===== src/rtl/text_layer_pkg.sv =====
// ============================================================================
// text_layer_pkg : shared video constants, tram word layout and cell helpers
// Rev 1.0
// ============================================================================
`default_nettype none

package text_layer_pkg;

    localparam int CHAR_W_40 = 16;
    localparam int CHAR_W_80 = 8;
    localparam int COLS_40   = 40;
    localparam int COLS_80   = 80;

    typedef enum logic {
        MODE_40 = 1'b0,
        MODE_80 = 1'b1
    } col_mode_t;

    typedef struct packed {
        logic [7:0] color;
        logic [7:0] code;
    } tram_word_t;

    // True on the first pixel of a character cell.
    function automatic logic cell_start(input col_mode_t mode, input logic [3:0] h);
        logic [3:0] mask;
        mask = (mode == MODE_80) ? 4'(CHAR_W_80 - 1) : 4'(CHAR_W_40 - 1);
        return (h & mask) == 4'd0;
    endfunction

    // Column within the 8-bit glyph row; 40-col doubles each pixel.
    function automatic logic [2:0] pix_sel(input col_mode_t mode, input logic [3:0] h);
        return (mode == MODE_80) ? h[2:0] : h[3:1];
    endfunction

endpackage

`default_nettype wire


===== src/rtl/text_layer_blink.sv =====
// ============================================================================
// text_blink : cursor blink phase, toggles every BLINK_DIV vblank rising edges
// Rev 1.0
// ============================================================================
`default_nettype none

module text_blink #(
    parameter int BLINK_DIV = 32
) (
    input  logic clk,
    input  logic reset,
    input  logic vblank,
    output logic phase
);

    logic       r_vblank_d;
    logic [7:0] r_cnt;
    logic       r_phase;

    always_ff @(posedge clk or negedge reset) begin
        if (!reset) begin
            r_vblank_d <= 1'b0;
            r_cnt      <= 8'd0;
            r_phase    <= 1'b0;
        end else begin
            r_vblank_d <= vblank;
            if (vblank && !r_vblank_d) begin
                if (r_cnt == 8'(BLINK_DIV - 1)) begin
                    r_cnt   <= 8'd0;
                    r_phase <= ~r_phase;
                end else begin
                    r_cnt <= r_cnt + 8'd1;
                end
            end
        end
    end

    assign phase = r_phase;

endmodule

`default_nettype wire


===== src/rtl/text_layer.sv =====
// ============================================================================
// text_layer : character-cell text renderer, 40/80 columns, blinking cursor
// Rev 1.0
// ============================================================================
`default_nettype none

module text_layer
    import text_layer_pkg::*;
#(
    parameter int CHAR_H    = 8,
    parameter int TRAM_AW   = 11,
    parameter int BLINK_DIV = 32
) (
    input  logic                           clk,
    input  logic                           reset,
    input  logic [9:0]                     hpos,
    input  logic                           blank,
    input  logic                           vblank,
    input  logic                           vnext,
    input  logic                           reg_mode80,
    input  logic [TRAM_AW-1:0]             reg_row_start,
    input  logic [$clog2(CHAR_H)-1:0]      reg_fine_y,
    input  logic                           reg_cursor_en,
    input  logic [TRAM_AW-1:0]             reg_cursor_addr,
    output logic [TRAM_AW-1:0]             tram_addr,
    input  logic [15:0]                    tram_rddata,
    output logic [8+$clog2(CHAR_H)-1:0]    chram_addr,
    input  logic [7:0]                     chram_rddata,
    output logic [3:0]                     colidx,
    output logic                           de
);

    localparam int LINE_W = $clog2(CHAR_H);

    col_mode_t          r_mode;
    logic [TRAM_AW-1:0] r_row_addr;
    logic [LINE_W-1:0]  r_line;
    logic [TRAM_AW-1:0] r_char_addr;
    logic               r_blank_d;

    logic [2:0]         r_s1_sel;
    logic               r_s1_act;
    logic [2:0]         r_s2_sel;
    logic               r_s2_act;
    logic [7:0]         r_s2_color;
    logic               r_s2_swap;
    logic [3:0]         r_colidx;
    logic               r_de;

    logic [TRAM_AW-1:0] w_char_next;
    tram_word_t         w_word;
    logic               w_phase;
    logic               w_pix;
    logic [3:0]         w_fg;
    logic [3:0]         w_bg;
    logic               w_unused_hpos;

    assign w_unused_hpos = ^hpos[9:4];
    assign w_word        = tram_word_t'(tram_rddata);

    text_blink #(
        .BLINK_DIV (BLINK_DIV)
    ) u_blink (
        .clk    (clk),
        .reset  (reset),
        .vblank (vblank),
        .phase  (w_phase)
    );

    // Frame-level state: registers are sampled only while vblank is high.
    always_ff @(posedge clk or negedge reset) begin
        if (!reset) begin
            r_mode     <= MODE_40;
            r_row_addr <= '0;
            r_line     <= '0;
        end else if (vblank) begin
            r_mode     <= col_mode_t'(reg_mode80);
            r_row_addr <= reg_row_start;
            r_line     <= reg_fine_y;
        end else if (vnext) begin
            if (r_line == LINE_W'(CHAR_H - 1)) begin
                r_line     <= '0;
                r_row_addr <= r_row_addr + ((r_mode == MODE_80) ? TRAM_AW'(COLS_80)
                                                                : TRAM_AW'(COLS_40));
            end else begin
                r_line <= r_line + LINE_W'(1);
            end
        end
    end

    always_comb begin
        w_char_next = r_char_addr;
        if (r_blank_d && !blank) begin
            w_char_next = r_row_addr;
        end else if (!blank && cell_start(r_mode, hpos[3:0])) begin
            w_char_next = r_char_addr + TRAM_AW'(1);
        end
    end

    // Addresses are the d-values so RAM data lines up with the next stage.
    assign tram_addr  = reset ? w_char_next : '0;
    assign chram_addr = reset ? {w_word.code, r_line} : '0;

    always_ff @(posedge clk or negedge reset) begin
        if (!reset) begin
            r_char_addr <= '0;
            r_blank_d   <= 1'b0;
            r_s1_sel    <= 3'd0;
            r_s1_act    <= 1'b0;
            r_s2_sel    <= 3'd0;
            r_s2_act    <= 1'b0;
            r_s2_color  <= 8'd0;
            r_s2_swap   <= 1'b0;
            r_colidx    <= 4'd0;
            r_de        <= 1'b0;
        end else begin
            r_char_addr <= w_char_next;
            r_blank_d   <= blank;
            r_s1_sel    <= pix_sel(r_mode, hpos[3:0]);
            r_s1_act    <= !blank;
            r_s2_sel    <= r_s1_sel;
            r_s2_act    <= r_s1_act;
            r_s2_color  <= w_word.color;
            r_s2_swap   <= reg_cursor_en && w_phase && (r_char_addr == reg_cursor_addr);
            r_colidx    <= r_s2_act ? ((w_pix ^ r_s2_swap) ? w_fg : w_bg) : 4'd0;
            r_de        <= r_s2_act;
        end
    end

    assign w_pix  = chram_rddata[3'd7 - r_s2_sel];
    assign w_fg   = r_s2_color[7:4];
    assign w_bg   = r_s2_color[3:0];
    assign colidx = r_colidx;
    assign de     = r_de;

endmodule

`default_nettype wire


===== config.mk =====
export PLATFORM = sky130hd
export DESIGN_NAME = text_layer
export DESIGN_NICKNAME = d
export VERILOG_FILES = /design/src/rtl/text_layer_pkg.sv /design/src/rtl/text_layer_blink.sv /design/src/rtl/text_layer.sv
export SDC_FILE = /design/constraint.sdc
export NUM_CORES = 1
export LEC_CHECK = 0
export ABC_AREA = 1
export CAP_MARGIN = 15
export CORE_ASPECT_RATIO = 0.8
export CORE_MARGIN = 3
export CORE_UTILIZATION = 55
export CTS_CLUSTER_DIAMETER = 120
export DETAILED_ROUTE_END_ITERATION = 10
export DONT_BUFFER_PORTS = 1
export PLACE_DENSITY = 0.7
export SKIP_LAST_GASP = 1
export SLEW_MARGIN = 20
export SYNTH_ARGS = -nofsm -noshare
export SYNTH_HDL_FRONTEND = slang
export SYNTH_SLANG_ARGS = --single-unit

===== constraint.sdc =====
create_clock -name clk -period 2.4 [get_ports clk]
set_clock_uncertainty 0.15 [all_clocks]
set_input_delay 0.12 -clock clk [delete_from_list [all_inputs] [get_ports clk]]
set_output_delay 0.12 -clock clk [all_outputs]
set_load 0.05 [all_outputs]

==> results.txt, run 1 <==
Async SR Flop Fraction -> 100%
CTS sink count -> 59
commonest non-fill, non-tap cell in the layout -> nand2_1
CTS tree -> built
Post-synth EDFFs -> 0
DP Area -> 0.00343 mm²
Mean Syn Cell Area -> 7.91 µm²
P per Cell Area -> 823 mW/mm²
DRC -> 0
vias in the first global route -> 2657
Hold EP -> r_char_addr[1]
Peak VDD IR -> 0.000448 V
Peak Freq -> 440 MHz
Final Hold Fails -> 0
CP max stage delay -> 0.59 ns
most frequent cells in the layout -> nand2_1, inv_1, dfrtp_1
min cycle time layout -> 2.27 ns
Starting Density -> 58.8%
CP bufs+invs -> 2
crit path cell chain -> xor2_1, nor2_1, o2111ai_1, dlygate4sd3_1, nor2_1, dlygate4sd3_1
endpoints failing setup -> 0
I/O pin cnt -> 93
R2R depth -> 6
port buffer count -> 0
Layout area overhead -> 23.7%
WP data required -> 2.52 ns
hold slack -> 0.102 ns
Post-synth top flop -> dfrtp_1
first-pass GRT wire length -> 12600 µm
final wirelength -> 7970 µm
kind of critical path -> flop to flop
Max Cap Viol -> 0
worst hold path type -> input port to flop
Synth Warn # -> 0
Fill cells -> 443
initial antenna violation count -> 0
diode count -> 0
Die ar. -> 0.00697 mm²
worst r2r dst -> r_s2_swap
Row Count -> 24
Post-Syn Nets -> 492
R2R Path Start -> r_char_addr[1]
Relative slew margins -> 37.4%
Finished Layout Cells -> 556
R2R Setup Slk -> 0.13 ns
Final nets -> 548
core area -> 0.00562 mm²
largest net degree at the start of global routing -> 60
Arrival @ worst endpoint -> 2.40 ns
clk_lat worst skew -> 0.33 ns
remaining antenna violation count -> 0
Pleak -> 2.12 nW
gr usage total -> 24.0%
Syn Inst Count -> 417
drt pass-1 iters -> 4
Slew Limit Fails -> 0
Die X -> 92.6 µm
hold path depth -> 5
fin crit share -> 94.7%
H-tree Lvls -> 3
detailed-route wire length per cell -> 14.3 µm
setup_tns -> 0 ns
DRT iter0 DRCs -> 134
status -> finished clean
Worst path top cell family by delay -> buffers and inverters
Worst Max-Slew Pin Slew -> 0.937 ns
post-synthesis sequential area ratio -> 44.7%
CTS Buf Count -> 9
clock buffer depth -> 2
Final HPWL DP -> 5330 µm
Die H -> 75.3 µm
total gr overflow -> 0
slowest CP cell -> dlygate4sd3_1
HP Start -> hpos[1]
worst setup margin -> 0.126 ns
root buffer cell -> clkbuf_8
Seq cells post-synth -> 59
Post-Syn Area -> 0.00330 mm²
Vias per Instance -> 5.15
setup slack at placement -> 0.256 ns
Final GP Congestion -> 0.901
total number of vias -> 2866
dpl cells -> 499
Netlist cell types -> 48
Finished Cell Area -> 0.00408 mm²
Reg clk slew, reported paths -> 0.07 ns
crit-path max FO -> 5
Worst setup EP type -> flop
startpoint types -> flop
share of layout cells above drive strength 1 -> 12.6%
## cells in the mapped netlist, types with 4 or more instances
master,count,area (µm²)
nand4_1,6,37.5
o21ai_1,4,20.0
dfrtp_1,59,1480
o21ai_0,16,80.1
a21oi_1,16,80.1
xor2_1,9,78.8
inv_1,59,221
ha_1,8,100
nand3_1,37,185
nor2_1,30,113
nand2_1,116,435
nand2_2,6,37.5
## cell type report
class / instances / area (µm²) / share of cell area [%]
multi-input combinational: 286 / 1530 / 37.4
clock inverter: 6 / 88.8 / 2.18
timing repair buffer: 53 / 510 / 12.5
sequential: 59 / 1480 / 36.2
inverter: 64 / 243 / 5.95
tap: 78 / 97.6 / 2.39
clock buffer: 10 / 138 / 3.37
## cells by family (layout without fill, tap and decap cells)
| group | after synthesis | count (layout) | share of synthesized area (%) |
|---|---|---|---|
| AO/OA/AOI/OAI | 50 | 50 | 8.87 |
| AND/OR/NAND/NOR | 214 | 214 | 30.1 |
| buffers and inverters | 72 | 133 | 9.10 |
| multiplexers | 1 | 1 | 0.341 |
| XOR/XNOR | 12 | 12 | 3.19 |
| flip-flops | 59 | 59 | 44.7 |
| adder cells (fa/ha/maj) | 9 | 9 | 3.64 |
## through the flow
step	power, mW	utilization [%]
6_report	3.36	72.7
5_1_grt	3.58	72.7
4_1_cts	3.36	72.2
3_5_place_dp	2.25	61.1
3_3_place_gp	2.22	61.1
2_1_floorplan	2.06	-
## power breakdown
group          switching [mW]  total [mW]  internal (mW)
combinational           0.611       0.976          0.364
clock                   0.396        1.01          0.612
sequential              0.206        1.38           1.17
total                    1.21        3.36           2.15
## worst register-to-register path, stage by stage (launching register included)
cell,delay (ns)
dfrtp_2,0.46
xor2_1,0.17
nor2_1,0.09
o2111ai_1,0.11
dlygate4sd3_1,0.59
nor2_1,0.10
dlygate4sd3_1,0.55
## per-layer routing
metal  GRT usage [%]  share of wire (%)  vias up
met5               0                  0        -
met4            5.93               0.43        0
met3            7.19                7.3        2
met2            38.2                 48       96
met1            32.6                 45     1324
li1                -                  -     1444
## how the worst max path moves through the flow
stage / slack, ns / cells past startpoint / from / end
floorplan: 0.23 / 8 / r_char_addr[1] / tram_addr[4]
global placement: 0.30 / 10 / r_mode / r_row_addr[9]
detailed placement: 0.26 / 10 / r_mode / r_row_addr[9]
CTS: 0.02 / 7 / r_mode / tram_addr[1]
global route: -0.01 / 8 / r_char_addr[1] / tram_addr[10]
finish: 0.13 / 6 / r_char_addr[1] / r_s2_swap
## registers in the layout (all words and copies together) (netlist names), 3 cells and up
signal and count:
colidx 4, r_char_addr 11, r_line 3, r_row_addr 11, r_s1_sel 3, r_s2_color 8
r_s2_sel 3, u_blink.r_cnt 8
## timing repair
| item | CTS | global route |
|---|---|---|
| endpoints found under the setup margin | 0 | 8 |
| buffers inserted | 0 | 3 |
| endpoints found under the hold margin | 95 | 0 |
| gates resized for setup | 0 | 4 |
| hold buffers | 38 | 0 |
No activity file was read; power rests on OpenSTA's default activity.
==> run 2, diff against run 1 <==
==> constraint.sdc (replaced) <==
create_clock -name clk -period 2.4 [get_ports clk]
set_clock_uncertainty 0.15 [all_clocks]
set_input_delay 0.48 -clock clk [delete_from_list [all_inputs] [get_ports clk]]
set_output_delay 0.48 -clock clk [all_outputs]
set_load 0.05 [all_outputs]
==> run 2 against run 1 <==
  * The flow now finishes with violations (setup timing)
  * Cell count is 1.6% lower
  * First-iteration DRC count is 55% higher
  * Utilization is 1.9 points higher
  * Clock power hardly changed
  * Register-to-register slack better by 0.04 ns
  * Fmax is 8.7% lower
  * Total power is 4.3% higher
  * Die area stayed put
  * Critical path depth is 2 higher
  * Non-clock buffer count is 9 lower
  * Critical path type is now flop to output port
==> results.txt, run 2 (synthesized netlist as in run 1, its figures left out) <==
RSZ-0062 raised after global routing -> yes
Hold EP -> r_s1_sel[0]
largest net degree at the start of global routing -> 60 (unchanged)
Die ar. -> 0.00697 mm² (unchanged)
Max Cap Viol -> 0 (unchanged)
multi-input logic area -> 0.00164 mm² (+7.1%)
Row Count -> 24 (unchanged)
R2R Path Start -> r_mode
met1 Usage GRT -> 33.7% (+1.1 points)
Layout area overhead -> 27.0%
worst hold path type -> input port to flop
worst r2r dst -> r_row_addr[9]
layer with the highest usage -> met2
R2R depth -> 11 (+5)
total number of vias -> 2886 (+0.70%)
Peak Freq -> 402 MHz (-8.7%)
port buffer count -> 0 (unchanged)
status -> complete, but fails checks
setup slack at placement -> 0.0954 ns (-0.161 ns)
Final Hold Fails -> 0 (unchanged)
grt met3 use -> 7.89% (+0.70 points)
HP Start -> hpos[1]
root buffer cell -> clkbuf_8
failing checks -> setup timing
I/O pin cnt -> 93 (unchanged)
Worst path top cell family by delay -> simple AND/OR/NAND/NOR gates
dpl cells -> 503 (+0.80%)
Starting Density -> 58.8% (unchanged)
final wirelength -> 8450 µm (+6.1%)
Die H -> 75.3 µm (unchanged)
Final nets -> 540 (-1.5%)
Finished Layout Cells -> 547 (-1.6%)
endpoints failing setup -> 7 (+7)
initial antenna violation count -> 0 (unchanged)
Seq. cell area -> 0.00148 mm² (about the same)
crit-path max FO -> 3 (-2)
WP data required -> 1.77 ns (-0.75 ns)
Peak VDD IR -> 0.000465 V (+3.8%)
crit path cell chain -> ha_2, inv_2, nor3_4, nand3_1, nand2_1, nand3_2, a21oi_4, buf_12
hold slack -> 0.101 ns (-0.000920 ns)
H-tree Lvls -> 3 (unchanged)
CTS sink count -> 59 (unchanged)
vias in the first global route -> 2756 (+3.7%)
DRT iter0 DRCs -> 208 (+55%)
Top Registers -> r_char_addr: 11 flops, r_row_addr: 11 flops
clock buffer depth -> 2 (unchanged)
Slew Limit Fails -> 0 (unchanged)
Die X -> 92.6 µm (unchanged)
diode count -> 0 (unchanged)
commonest non-fill, non-tap cell in the layout -> nand2_1
worst setup margin -> -0.0900 ns (-0.216 ns)
kind of critical path -> flop to output port
P per Cell Area -> 836 mW/mm² (+1.6%)
first-pass GRT wire length -> 13200 µm (+4.9%)
drt pass-1 iters -> 4 (unchanged)
met2 usage -> 40.0% (+1.8 points)
remaining antenna violation count -> 0 (unchanged)
fin crit share -> 104% (+9.0 points)
Final HPWL DP -> 5530 µm (+3.8%)
gr usage total -> 25.1% (+1.2 points)
Relative slew margins -> 61.2% (+24 points)
core area -> 0.00562 mm² (unchanged)
most frequent cells in the layout -> nand2_1, dfrtp_1, inv_1
CTS tree -> built
hold path depth -> 2 (-3)
startpoint types -> flop
total gr overflow -> 0 (unchanged)
clk_lat worst skew -> 0.34 ns (about the same)
R2R Setup Slk -> 0.17 ns (+0.04 ns)
Final GP Congestion -> 0.914 (+1.4%)
Arrival @ worst endpoint -> 1.86 ns (-0.54 ns)
share of layout cells above drive strength 1 -> 20.5% (+7.9 points)
slowest CP cell -> dfrtp_1
DRC -> 0 (unchanged)
Worst Max-Slew Pin Slew -> 0.578 ns (-0.358 ns)
CTS Buf Count -> 9 (unchanged)
min cycle time layout -> 2.49 ns (+0.216 ns)
Worst setup EP type -> output port
Fill cells -> 420 (-5.2%)
Vias per Instance -> 5.28 (+2.4%)
Pleak -> 2.15 nW (+1.2%)
detailed-route wire length per cell -> 15.4 µm (+7.8%)
Reg clk slew, reported paths -> 0.07 ns (about the same)
CP max stage delay -> 0.37 ns (-0.22 ns)
CP bufs+invs -> 2 (unchanged)
-- run 2: stage by stage --
stage	power, mW	util (%)	setup TNS [ns]	cell area [µm²]
2_1_floorplan	2.07	-	0	3330
3_3_place_gp	2.30	64.4	0	3610
3_5_place_dp	2.35	64.4	0	3610
4_1_cts	3.46	71.8	-0.168	4030
5_1_grt	3.73	74.6	-1.23	4190
6_report	3.50	74.6	-0.256	4190
-- run 2: report_power, final --
group	switching (mW)	internal, mW	total (mW)
sequential	0.195	1.17	1.37
clock	0.385	0.603	0.988
combinational	0.684	0.466	1.15
-- run 2: cell type report --
cell class                 count  share of cell area, %
clock inverter                 5                   1.85
tap                           78                   2.33
multi-input combinational    287                   39.0
inverter                      64                   5.85
timing repair buffer          44                   12.4
clock buffer                  10                   3.29
sequential                    59                   35.3
-- run 2: what timing repair did --
item	4_1_cts	5_1_grt
buffers inserted	14	2
gates resized for setup	14	11
hold endpoints to repair	59	10
cloned	1	0
pin swaps	18	11
hold buffers	2	10
endpoints found under the setup margin	11	11
-- run 2: worst max-delay path by stage --
| stage | startpoint | endpoint | slack, ns | cells past startpoint |
|---|---|---|---|---|
| floorplan | hpos[0] | tram_addr[8] | 0.11 | 8 |
| detailed placement | hpos[0] | tram_addr[9] | 0.1 | 8 |
| CTS | r_mode | tram_addr[6] | -0.06 | 7 |
| global placement | hpos[0] | tram_addr[9] | 0.13 | 8 |
| global route | r_char_addr[0] | tram_addr[10] | -0.20 | 8 |
| finish | r_char_addr[0] | tram_addr[10] | -0.09 | 8 |
-- run 2: routing by layer --
metal,vias up,part of all wire (%)
met5,-,0
met2,115,47
met3,8,9.1
li1,1424,-
met1,1339,43
met4,0,1.1
-- run 2: worst reg2reg max path: cells and delay by family (launching register included) --
| kind | cells | cell delay (ns) |
|---|---|---|
| fa+ha+maj | 2 | 0.58 |
| simple gates | 5 | 0.46 |
| flops | 1 | 0.41 |
| buf+inv | 3 | 0.29 |
| compound gates | 1 | 0.27 |
